`config.mk`:
```
export PLATFORM = sky130hd
export DESIGN_NAME = mips_pipe_ctrl
export DESIGN_NICKNAME = d
export VERILOG_FILES = /design/src/rtl/mips_pipe_ctrl.sv
export SDC_FILE = /design/constraint.sdc
export NUM_CORES = 1
export LEC_CHECK = 0
export ABC_CLOCK_PERIOD_IN_PS = 8300
export CAP_MARGIN = 20
export CORE_ASPECT_RATIO = 0.5
export CORE_UTILIZATION = 42
export CTS_BUF_LIST = sky130_fd_sc_hd__clkbuf_8 sky130_fd_sc_hd__clkbuf_16
export DETAILED_ROUTE_END_ITERATION = 10
export GPL_TIMING_DRIVEN = 0
export PLACE_DENSITY_LB_ADDON = 0.08
export SYNTH_ARGS = -nofsm -noshare
export SYNTH_HDL_FRONTEND = slang
export SYNTH_SLANG_ARGS = --single-unit
```
`constraint.sdc`:
```
create_clock -name clk -period 8.3 [get_ports clk]
set_input_delay 2.49 -clock clk [delete_from_list [all_inputs] [get_ports clk]]
set_output_delay 2.49 -clock clk [all_outputs]
set_load 0.05 [all_outputs]
```
`src/rtl/mips_pipe_ctrl.sv`:
```
`timescale 1ns/1ps
// mips_pipe_ctrl
// Control and hazard unit for a five-stage MIPS pipeline. Decodes the
// instruction in D, carries the control bits through registered E/M/W stages
// and produces forwarding selects, load-use/branch interlocks and the E-stage
// bubble (FlushE).
//
// Parameters
//   AW      register-address width
//   FWD_EN  1: forwarding with minimal stalls; 0: no forwarding, stall on RAW
//
// Ports
//   clk, rst                 clock, asynchronous active-high reset
//   OpD, FunctD, EqualD      D-stage opcode, funct, rs==rt compare result
//   RsD, RtD, RsE, RtE       source register numbers in D and E
//   WriteRegE/M/W            destination register numbers in E, M, W
//   PCSrcD                   take branch target
//   StallD, FlushE           hold F/D, clear ID/EX
//   ForwardAD, ForwardBD     D-compare operands from ALUOut of M
//   ForwardAE, ForwardBE     E operand selects (00 RF, 01 W result, 10 M ALUOut)
//   RegDstE, ALUSrcE, ALUControlE, MemWriteM, RegWriteW, MemtoRegW
//                            registered control bits for the datapath
module mips_pipe_ctrl #(
    parameter int AW     = 5,
    parameter bit FWD_EN = 1'b1
) (
    input  logic          clk,
    input  logic          rst,
    input  logic [5:0]    OpD,
    input  logic [5:0]    FunctD,
    input  logic          EqualD,
    input  logic [AW-1:0] RsD,
    input  logic [AW-1:0] RtD,
    input  logic [AW-1:0] RsE,
    input  logic [AW-1:0] RtE,
    input  logic [AW-1:0] WriteRegE,
    input  logic [AW-1:0] WriteRegM,
    input  logic [AW-1:0] WriteRegW,
    output logic          PCSrcD,
    output logic          StallD,
    output logic          FlushE,
    output logic          ForwardAD,
    output logic          ForwardBD,
    output logic [1:0]    ForwardAE,
    output logic [1:0]    ForwardBE,
    output logic          RegDstE,
    output logic          ALUSrcE,
    output logic [2:0]    ALUControlE,
    output logic          MemWriteM,
    output logic          RegWriteW,
    output logic          MemtoRegW
);

    localparam logic [5:0] OP_RTYPE = 6'b000000;
    localparam logic [5:0] OP_LW    = 6'b100011;
    localparam logic [5:0] OP_SW    = 6'b101011;
    localparam logic [5:0] OP_ADDI  = 6'b001000;
    localparam logic [5:0] OP_BEQ   = 6'b000100;
    localparam logic [5:0] OP_BNE   = 6'b000101;

    localparam logic [5:0] FN_ADD = 6'b100000;
    localparam logic [5:0] FN_SUB = 6'b100010;
    localparam logic [5:0] FN_AND = 6'b100100;
    localparam logic [5:0] FN_OR  = 6'b100101;
    localparam logic [5:0] FN_SLT = 6'b101010;

    localparam logic [2:0] ALU_ADD = 3'b010;
    localparam logic [2:0] ALU_SUB = 3'b110;
    localparam logic [2:0] ALU_AND = 3'b000;
    localparam logic [2:0] ALU_OR  = 3'b001;
    localparam logic [2:0] ALU_SLT = 3'b111;

    // D-stage decode
    logic       reg_write_d, mem_to_reg_d, mem_write_d;
    logic       alu_src_d, reg_dst_d, beq_d, bne_d;
    logic [2:0] alu_ctrl_d;

    always_comb begin
        reg_write_d  = 1'b0;
        mem_to_reg_d = 1'b0;
        mem_write_d  = 1'b0;
        alu_src_d    = 1'b0;
        reg_dst_d    = 1'b0;
        beq_d        = 1'b0;
        bne_d        = 1'b0;
        alu_ctrl_d   = 3'b000;
        case (OpD)
            OP_RTYPE: begin
                // unknown funct (including nop) leaves every bit cleared
                case (FunctD)
                    FN_ADD: begin reg_write_d = 1'b1; reg_dst_d = 1'b1; alu_ctrl_d = ALU_ADD; end
                    FN_SUB: begin reg_write_d = 1'b1; reg_dst_d = 1'b1; alu_ctrl_d = ALU_SUB; end
                    FN_AND: begin reg_write_d = 1'b1; reg_dst_d = 1'b1; alu_ctrl_d = ALU_AND; end
                    FN_OR:  begin reg_write_d = 1'b1; reg_dst_d = 1'b1; alu_ctrl_d = ALU_OR;  end
                    FN_SLT: begin reg_write_d = 1'b1; reg_dst_d = 1'b1; alu_ctrl_d = ALU_SLT; end
                    default: ;
                endcase
            end
            OP_LW: begin
                reg_write_d  = 1'b1;
                mem_to_reg_d = 1'b1;
                alu_src_d    = 1'b1;
                alu_ctrl_d   = ALU_ADD;
            end
            OP_SW: begin
                mem_write_d = 1'b1;
                alu_src_d   = 1'b1;
                alu_ctrl_d  = ALU_ADD;
            end
            OP_ADDI: begin
                reg_write_d = 1'b1;
                alu_src_d   = 1'b1;
                alu_ctrl_d  = ALU_ADD;
            end
            OP_BEQ: beq_d = 1'b1;
            OP_BNE: bne_d = 1'b1;
            default: ;
        endcase
    end

    // Stage registers
    logic       reg_write_e, mem_to_reg_e, mem_write_e, alu_src_e, reg_dst_e;
    logic [2:0] alu_ctrl_e;
    logic       reg_write_m, mem_to_reg_m, mem_write_m;
    logic       reg_write_w, mem_to_reg_w;

    always_ff @(posedge clk or posedge rst) begin
        if (rst) begin
            reg_write_e  <= 1'b0;
            mem_to_reg_e <= 1'b0;
            mem_write_e  <= 1'b0;
            alu_src_e    <= 1'b0;
            reg_dst_e    <= 1'b0;
            alu_ctrl_e   <= 3'b000;
            reg_write_m  <= 1'b0;
            mem_to_reg_m <= 1'b0;
            mem_write_m  <= 1'b0;
            reg_write_w  <= 1'b0;
            mem_to_reg_w <= 1'b0;
        end else begin
            if (FlushE) begin
                reg_write_e  <= 1'b0;
                mem_to_reg_e <= 1'b0;
                mem_write_e  <= 1'b0;
                alu_src_e    <= 1'b0;
                reg_dst_e    <= 1'b0;
                alu_ctrl_e   <= 3'b000;
            end else begin
                reg_write_e  <= reg_write_d;
                mem_to_reg_e <= mem_to_reg_d;
                mem_write_e  <= mem_write_d;
                alu_src_e    <= alu_src_d;
                reg_dst_e    <= reg_dst_d;
                alu_ctrl_e   <= alu_ctrl_d;
            end
            reg_write_m  <= reg_write_e;
            mem_to_reg_m <= mem_to_reg_e;
            mem_write_m  <= mem_write_e;
            reg_write_w  <= reg_write_m;
            mem_to_reg_w <= mem_to_reg_m;
        end
    end

    // Forwarding: M has priority over W since it holds the newer value.
    logic [1:0] fwd_ae, fwd_be;
    logic       fwd_ad, fwd_bd;

    always_comb begin
        fwd_ae = 2'b00;
        if (RsE != '0 && RsE == WriteRegM && reg_write_m)
            fwd_ae = 2'b10;
        else if (RsE != '0 && RsE == WriteRegW && reg_write_w)
            fwd_ae = 2'b01;
        fwd_be = 2'b00;
        if (RtE != '0 && RtE == WriteRegM && reg_write_m)
            fwd_be = 2'b10;
        else if (RtE != '0 && RtE == WriteRegW && reg_write_w)
            fwd_be = 2'b01;
    end

    assign fwd_ad = (RsD != '0) && (RsD == WriteRegM) && reg_write_m;
    assign fwd_bd = (RtD != '0) && (RtD == WriteRegM) && reg_write_m;

    // Interlocks with forwarding
    logic branch_d, lw_stall, branch_stall, stall_fwd;

    assign branch_d     = beq_d | bne_d;
    assign lw_stall     = mem_to_reg_e && (RtE == RsD || RtE == RtD);
    assign branch_stall = branch_d &&
                          ((reg_write_e  && (WriteRegE == RsD || WriteRegE == RtD)) ||
                           (mem_to_reg_m && (WriteRegM == RsD || WriteRegM == RtD)));
    assign stall_fwd    = lw_stall | branch_stall;

    // Interlocks without forwarding: wait until the producer has left W.
    logic hit_e, hit_m, hit_w, stall_nofwd;

    assign hit_e = reg_write_e && (WriteRegE != '0) && (WriteRegE == RsD || WriteRegE == RtD);
    assign hit_m = reg_write_m && (WriteRegM != '0) && (WriteRegM == RsD || WriteRegM == RtD);
    assign hit_w = reg_write_w && (WriteRegW != '0) && (WriteRegW == RsD || WriteRegW == RtD);
    assign stall_nofwd = hit_e | hit_m | hit_w;

    assign StallD    = FWD_EN ? stall_fwd : stall_nofwd;
    assign FlushE    = StallD;
    assign ForwardAE = FWD_EN ? fwd_ae : 2'b00;
    assign ForwardBE = FWD_EN ? fwd_be : 2'b00;
    assign ForwardAD = FWD_EN ? fwd_ad : 1'b0;
    assign ForwardBD = FWD_EN ? fwd_bd : 1'b0;

    // A stalled branch is re-evaluated once its operands are ready.
    assign PCSrcD = ~StallD & ((beq_d & EqualD) | (bne_d & ~EqualD));

    assign RegDstE     = reg_dst_e;
    assign ALUSrcE     = alu_src_e;
    assign ALUControlE = alu_ctrl_e;
    assign MemWriteM   = mem_write_m;
    assign RegWriteW   = reg_write_w;
    assign MemtoRegW   = mem_to_reg_w;

endmodule

```
Word level (Yosys, flattened, before mapping)
Cells that the tools add are included.

cells by class
  eq/ne operators = 22
  mux-type cells = 20
  bitwise operators = 8
  reductions and logical operators = 28

operator list
  operator                                        number
  == test 5 bit                                   12
  == test 6 bit (second input constant)           7
  nonzero test 5 bit                              4
  logical AND 1 bit                               16
  two-way mux 1 bit                               14
  == test 6 x 3 -> 1 bit (second input constant)  2
  case mux 3 bit (4 select lines)                 1
  == test 6 x 4 -> 1 bit (second input constant)  1
  logical NOT 6 bit                               1
  case mux 3 bit (2 select lines)                 1
  OR reduction 5 bit                              1
  logical OR 1 bit                                4
  two-way mux 2 bit                               2
  bitwise AND 1 bit                               3
  two-way mux 3 bit                               1
  bitwise OR 1 bit                                3
  OR reduction 3 bit                              1
  NOT 1 bit                                       2
  case mux 1 bit (2 select lines)                 1
  OR reduction 2 bit                              1

word-level totals
  flip-flop bits (word level) = 13
  bits of input ports = 50
  output and inout port bits = 17
  logic and storage cells = 89

Longest topological paths before layout
  word-level depth = 8
  gate-level depth with buffers = 7
  depth with buffers taken out = 5

Least setup slack after synthesis
No wires, ideal clock.

  path kind = input to output
  start = in RsE[1]
  end = out ForwardAE[0]
  arrival time = 4.964 ns
  required time = 5.810 ns
  slack = 0.846 ns
  stages = 4
  path buffers = 0
  cell sequence = or4_1 nor2_1 nor4_1 nor4_1

on the way
  cells in the longest elaborated chain, start to end = 5
  elaborated cells on any way between the ends = 9
  those cells by class = 2 x eq/ne; 2 x mux; 5 x reduce/logical

RTL lines
  element                                              line      source
  from (decl)                                          34        input logic [AW-1:0] RsE,
  == test 5 bit or nonzero test 5 bit (tied branches)  172, 170
  logical AND 1 bit (2 in a row)                       172       else if (RsE != '0 && RsE == WriteRegW && reg_write_w)
  two-way mux 1 bit                                    172
  two-way mux 2 bit *                                  170       if (RsE != '0 && RsE == WriteRegM && reg_write_m)
  to (decl)                                            44        output logic [1:0] ForwardAE,

Mark *: on every way between the ends. The rest lies on a longest branch, timed or not.

Worst setup path after layout
  start = in OpD[3]
  end = out StallD

on the way
  cells in the longest elaborated chain, start to end = 5
  elaborated cells on any way between the ends = 7
  those cells by class = 2 x eq/ne; 2 x mux; 2 x bitwise; 1 x reduce/logical

RTL lines
  element                 line  source
  from (decl)             29    input logic [5:0] OpD,
  == test 6 x 3 -> 1 bit  87    case (OpD)
  two-way mux 1 bit       87
  bitwise OR 1 bit *      187   assign branch_d = beq_d | bne_d;
  logical AND 1 bit *     189   assign branch_stall = branch_d &&
  bitwise OR 1 bit *      192   assign stall_fwd = lw_stall | branch_stall;
  to (decl)               40    output logic StallD,

Marked as above.

==> summary.txt <==
Placement
  – IO buf count: a little over 60
  – Placed Instance Area: a little under 0.002 sq mm
  – Worst slack, placed: 713 ps
  – Dpl hpwl: 2620 um
  – Placer Congestion: approximately 0.84
  – Placed cells: about 240

Min path
  – Worst Hold Launch: mem_write_e
  – Hold crit path type: reg -> reg

STA
  – Relative slew slack: 65.5%
  – Final Cycle Share: 90.9%
  – Worst Tran Pin Value: 517 ps
  – RSZ-0062 raised after global routing: no
  – Worst Skew: between 0.7 and 0.8 ps
  – Final setup fails: 0
  – Max Fclk: 133 MHz
  – Hold WS: 348 ps
  – Tmin final: around 7500 ps
  – Slew Limit Fails: 0
  – Final Hold Viols: 0
  – Worst Setup Slack, final: 758 ps
  – Final setup TNS: 0 ps

Power
  – Maximum vdd drop: 0.000127 V
  – Leak: 0.753 nW
  – Total power: between 0.15 and 0.2 mW
  – Power Density: 93.9 mW/mm^2

Yosys
  – Area contributors post-synth: dfrtp_1 26%, xnor2_1 19%, xor2_1 16%
  – Yosys reg bits: 13
  – Post-synthesis sequential area ratio: between 20% and 30%
  – Post-synth top area share: 25.7%
  – Syn Inst Count: 138
  – Synth warnings: 0
  – Mapped Area: 0.00126 sq mm
  – Mean Syn Cell Area: between 9 and 10 sq um
  – Dominant cell type by area after synthesis: dfrtp_1
  – Syn nets: 188
  – Synth cell types: 31

Floorplan
  – Die height: roughly 40 um
  – Number of top-level pins: 67
  – Row count: 13
  – Die Area: 0.00325 sq mm
  – Die Span X: approximately 80 um
  – Initial Util: 46.5%
  – Core ar.: 0.00272 sq mm

Drt
  – DR WL/cell: about 13 um
  – DRC: 0
  – Routed via count: approximately 1200
  – DRT iter0 DRCs: 31
  – DRT antenna net count: 0
  – Final WL: 3100 um
  – TritonRoute pass-1 iters: 4
  – Vias/cell: 5.07

Clock tree
  – H-tree levels: 1
  – Clock buffer depth: 2
  – Total CTS buffers: 3
  – Resize count post-CTS: 0
  – Post-CTS setup repair buffer count: 0
  – Worst skew pair latency: 240 ps
  – Root Driver: clkbuf_8
  – Hold Buf Count CTS: 0
  – CTS tree: done
  – CTS sink count: 13
  – Clock-pin slew of the registers on the worst-case setup and hold paths: around 50 ps

Final layout
  – Layout cells sized above 1: 7.88%
  – Final core occ: 72.4%
  – Commonest non-fill, non-tap cell in the layout: clkdlybuf4s50_1
  – Non-filler cells, final: 240
  – Most frequent cells in the layout: 61 x clkdlybuf4s50_1, 28 x xnor2_1, 23 x xor2_1
  – # diodes: 0
  – Fillers: 218
  – Post-route cell area: 0.00197 sq mm
  – Area Overhead vs Synth: 55.5%
  – Layout Nets: roughly 250

Critical path
  – Worst Setup SP: OpD[3]
  – Critical path class: in -> out
  – Critical Path Source Type: input pin
  – CP Data Required Time: 5810 ps
  – Worst Setup End Kind: output pin
  – Data arrival, critical path: 5050 ps
  – Worst Path Max Fanout: 10
  – Critical R2R Launch: mem_to_reg_e

GRT
  – Overflow after GRT: 0
  – First-pass GRT wire length: 4970 um
  – GRT Total Usage: 20.3%
  – Largest net degree at the start of global routing: 14
  – Vias in the first global route: 1107
  – Initial antenna violation count: 0

Run
  – Maximum capacitance violations: 0

Status
  – Run status: finished, final reports clean
-- critical path, cell delays in order --
cell and delay [ps]:
clkdlybuf4s50_1 510, nor3_1 270, and3b_1 280, nand2_1 110, o211ai_4 350, a21o_1 150
buf_4 100, clkdlybuf4s50_1 780
-- cells in the mapped netlist (all sizes together) --
cell type and instances:
or4 4, nor2 13, and2 2, a21o 1
nor4b 1, dfrtp 13, o21ai 5, a32oi 2
nor4 6, buf 6, nand3 4, inv 3
xor2 23, o211ai 1, a21boi 1, nand4 7
nor3b 2, o22ai 1, a21oi 2, and3b 1
nand2 6, nor4bb 1, nor3 4, xnor2 28
and4 1
-- sequential cells by signal (all words and copies together) (netlist names) --
register,count
MemtoRegW,1
ALUSrcE,1
mem_to_reg_e,1
reg_write_m,1
RegDstE,1
mem_write_e,1
RegWriteW,1
MemWriteM,1
ALUControlE,3
mem_to_reg_m,1
reg_write_e,1
-- cell families after synthesis --
group | share of synthesized area, %
compound gates | 8.12
xor+xnor | 35.3
buf+inv | 5.05
simple gates | 25.7
flops | 25.7
-- power breakdown --
part           internal [mW]  switching (mW)  total [mW]
Clock                 0.0326          0.0211      0.0537
Combinational         0.0374          0.0288      0.0663
Sequential            0.0642        0.000492      0.0647
Total                  0.134          0.0505       0.185
-- final timing paths --
path / endpoint / slack, ps / cells past startpoint
min reg2reg: MemWriteM / 350 / 0
max reg2reg: mem_to_reg_e / 7000 / 4
max: StallD / 760 / 8
min in group asynchronous: RegDstE / 2570 / 2
max in group asynchronous: reg_write_m / 5410 / 2
min: MemWriteM / 350 / 0
-- layout make-up --
class | count | area, sq um | area share (%)
plain buffers | 6 | 52.6 | 2.67
clock buffers | 3 | 41.3 | 2.10
clock inverters | 1 | 3.75 | 0.191
inverters | 3 | 11.3 | 0.573
multi-input cells | 116 | 875 | 44.5
flip-flops and latches | 13 | 325 | 16.5
well taps | 37 | 46.3 | 2.36
repair buffers | 61 | 611 | 31.1
-- metal layers --
| layer | share of wire [%] | GRT usage, % | wire, um |
|---|---|---|---|
| met3 | 7.4 | 4.67 | 229 |
| met4 | 0 | 1.36 | 0 |
| met1 | 43 | 24.0 | 1340 |
| met2 | 50 | 40.8 | 1540 |
| met5 | 0 | 0 | 0 |
Note: power is estimated with default switching activity, not from simulation.
==> variant: new RTL, same flow settings <==
Change the parameter `FWD_EN` from 1'b1 to 1'b0.
--- a/src/rtl/mips_pipe_ctrl.sv
+++ b/src/rtl/mips_pipe_ctrl.sv
@@ -23,5 +23,5 @@
 module mips_pipe_ctrl #(
     parameter int AW     = 5,
-    parameter bit FWD_EN = 1'b1
+    parameter bit FWD_EN = 1'b0
 ) (
     input  logic          clk,
Behaviour: not the same (Yosys sat finds a counterexample within 4 cycles, from zero or initial values and one cycle with rst high).
==> variant against the unedited design <==
- synthesized cell count shrank 21%
- highest routed layer is now met4
- setup slack gained 44 ps
- total power shrank 5.4%
- count of clock-buffer cells in the layout is the same
- die area shrank 19%
- design area shrank 18%
- largest cell class unchanged
- register-to-register slack gained 210 ps
- area after synthesis shrank 20%
- sequential cell count is the same
- via count shrank 20%
- routed wire length shrank 25%
- sequential power is essentially flat
- clock power shrank 4.7%
==> variant: results (changes against the unedited design) <==
[sta]
setup-tns-final_ps=0  ; unchanged
tightest_slew_ps=497  ; -19.3 ps
clock_skew_ps=2.60  ; +1.82 ps

[drt]
vias_per_cell=4.94  ; -2.5%
drt_iter0_drc=28  ; -9.7%
wl_per_cell_um=11.8  ; -8.6%

[synthesis]
ys_top_cells_by_count=xor2_1 (27), dfrtp_1 (13), nor3_1 (12)
ys_seq_area_share_pct=32.1  ; +6.4 points
synth.distinct_cells=31  ; unchanged
synth-async-reset-ratio_pct=100  ; unchanged
synthTopCellsByArea=dfrtp_1 (32%), xor2_1 (23%), nor3_1 (5.9%)
ys_warn_count=0  ; unchanged

[worst_hold_path]
hold_path_class=register to register

[placed_design]
dp_hpwl_mm=1.85  ; -29%
port_buffers=50  ; -18%
placed_area_um2=1570  ; -18%
gp_congestion=0.789  ; -6.5%

[pwr]
switching_power_mw=0.0485  ; -3.9%
p_leak_nw=0.673  ; -11%
ir_drop_mv=0.0644  ; -49%

[worst_setup_path]
critPathMaxFanout=10  ; unchanged
crit_arrival_ps=5010  ; -40 ps

[clock_network]
clk_latency_ps=230
cts_setup_buffers=0  ; unchanged
tritoncts.num_buffers=3  ; unchanged
cts_resized=0  ; unchanged
ctsLongestPathBuffers=2  ; unchanged
cts_max_level=1  ; unchanged
cts_root_buf=clkbuf_8
cts.clk_slew.worst_paths_ps=50  ; about the same

[cells_and_area]
final_nets=219  ; -14%
largest_reg_flops=3  ; unchanged
nFillCells=175  ; -20%
antenna_cells=0  ; unchanged
final_layout_size_suffix_gt1_share_pct=10.7  ; +2.8 points

[global_route]
track_usage_pct=18.9  ; -1.5 points
grt_pass1_wl_mm=3.73  ; -25%
antenna_found_initial=0  ; unchanged
grt_pass1_vias=855  ; -23%
grt_max_degree=14  ; unchanged

[status]
status=completed

[run]
drv_cap=0  ; unchanged

==> variant: cell count changes in the layout (fill, tap and decap cells not counted), moves of 4 or more <==
cell and change:
clkdlybuf4s50_1 -11, nor3_1 +8, conb_1 +6, nand4_1 -5, xnor2_1 -24, xor2_1 +4
==> variant: per-layer routing <==
| layer | up-vias | part of all wire [%] | track usage, % |
|---|---|---|---|
| met1 | 428 | 47 | 23.3 |
| met4 | 0 | 1.1 | 8.82 |
| met3 | 4 | 9.0 | 4.42 |
| met2 | 50 | 42 | 31.9 |
| li1 | 486 | - | - |
| met5 | - | 0 | 0 |
==> variant: power groups by stage <==
stage / sequential (mW) / clock (mW) / combinational [mW]
6_report: 0.0646 / 0.0512 / 0.0588
5_1_grt: 0.0646 / 0.0577 / 0.0634
3_5_place_dp: 0.0656 / 0 / 0.0582
3_3_place_gp: 0.0656 / 0 / 0.0576
4_1_cts: 0.0646 / 0.0534 / 0.0587
2_1_floorplan: 0.0672 / 0 / 0.0269
==> variant: kinds of logic (layout without fill, tap and decap cells) <==
| kind of cell | count (synthesis) | after routing | share of synthesized area (%) |
|---|---|---|---|
| xor+xnor | 31 | 31 | 26.8 |
| buf+inv | 10 | 64 | 6.30 |
| compound gates | 15 | 15 | 13.1 |
| other cells | 1 | 6 | 0.370 |
| flops | 13 | 13 | 32.1 |
| simple gates | 39 | 39 | 21.4 |
==> variant: final timing paths <==
path	start	to	slack, ps	cells after the start
max	RtD[3]	StallD	800	8
max reg2reg	reg_write_m	ALUSrcE	7210	3
min in group asynchronous	rst	reg_write_m	2570	2
min	mem_write_e	MemWriteM	340	0
min reg2reg	mem_write_e	MemWriteM	340	0
max in group asynchronous	rst	MemtoRegW	5420	2
==> variant: metrics by stage <==
| stage | util, % | hold slack, ps | power (mW) | setup WS [ps] | instances |
|---|---|---|---|---|---|
| final | 71.6 | 345 | 0.175 | 803 | 196 |
| after global routing | 71.6 | 357 | 0.186 | 654 | 196 |
| after CTS | 71.6 | 346 | 0.177 | 809 | 196 |
| after detailed placement | 69.6 | 335 | 0.124 | 835 | 192 |
| after global placement | 69.6 | 332 | 0.123 | 799 | 192 |
| after floorplan | - | 331 | 0.0941 | 1410 | 114 |
==> variant: area by class of cell <==
cell class                      count  area, µm²  area share, %
Multi-Input combinational cell     91        643           39.9
Timing Repair Buffer               50        500           31.0
Sequential cell                    13        325           20.2
Buffer                              7       52.6           3.26
Clock buffer                        3       41.3           2.56
Tap cell                           28       35.0           2.17
Inverter                            3       11.3          0.698
Clock inverter                      1       3.75          0.233
==> variant: worst max-delay path: stages <==
cell and delay (ps):
clkdlybuf4s50_1 500, xor2_1 200, nor3_1 220, nand3_1 110, a21oi_2 410, or2_1 180
buf_4 100, clkdlybuf4s50_1 790
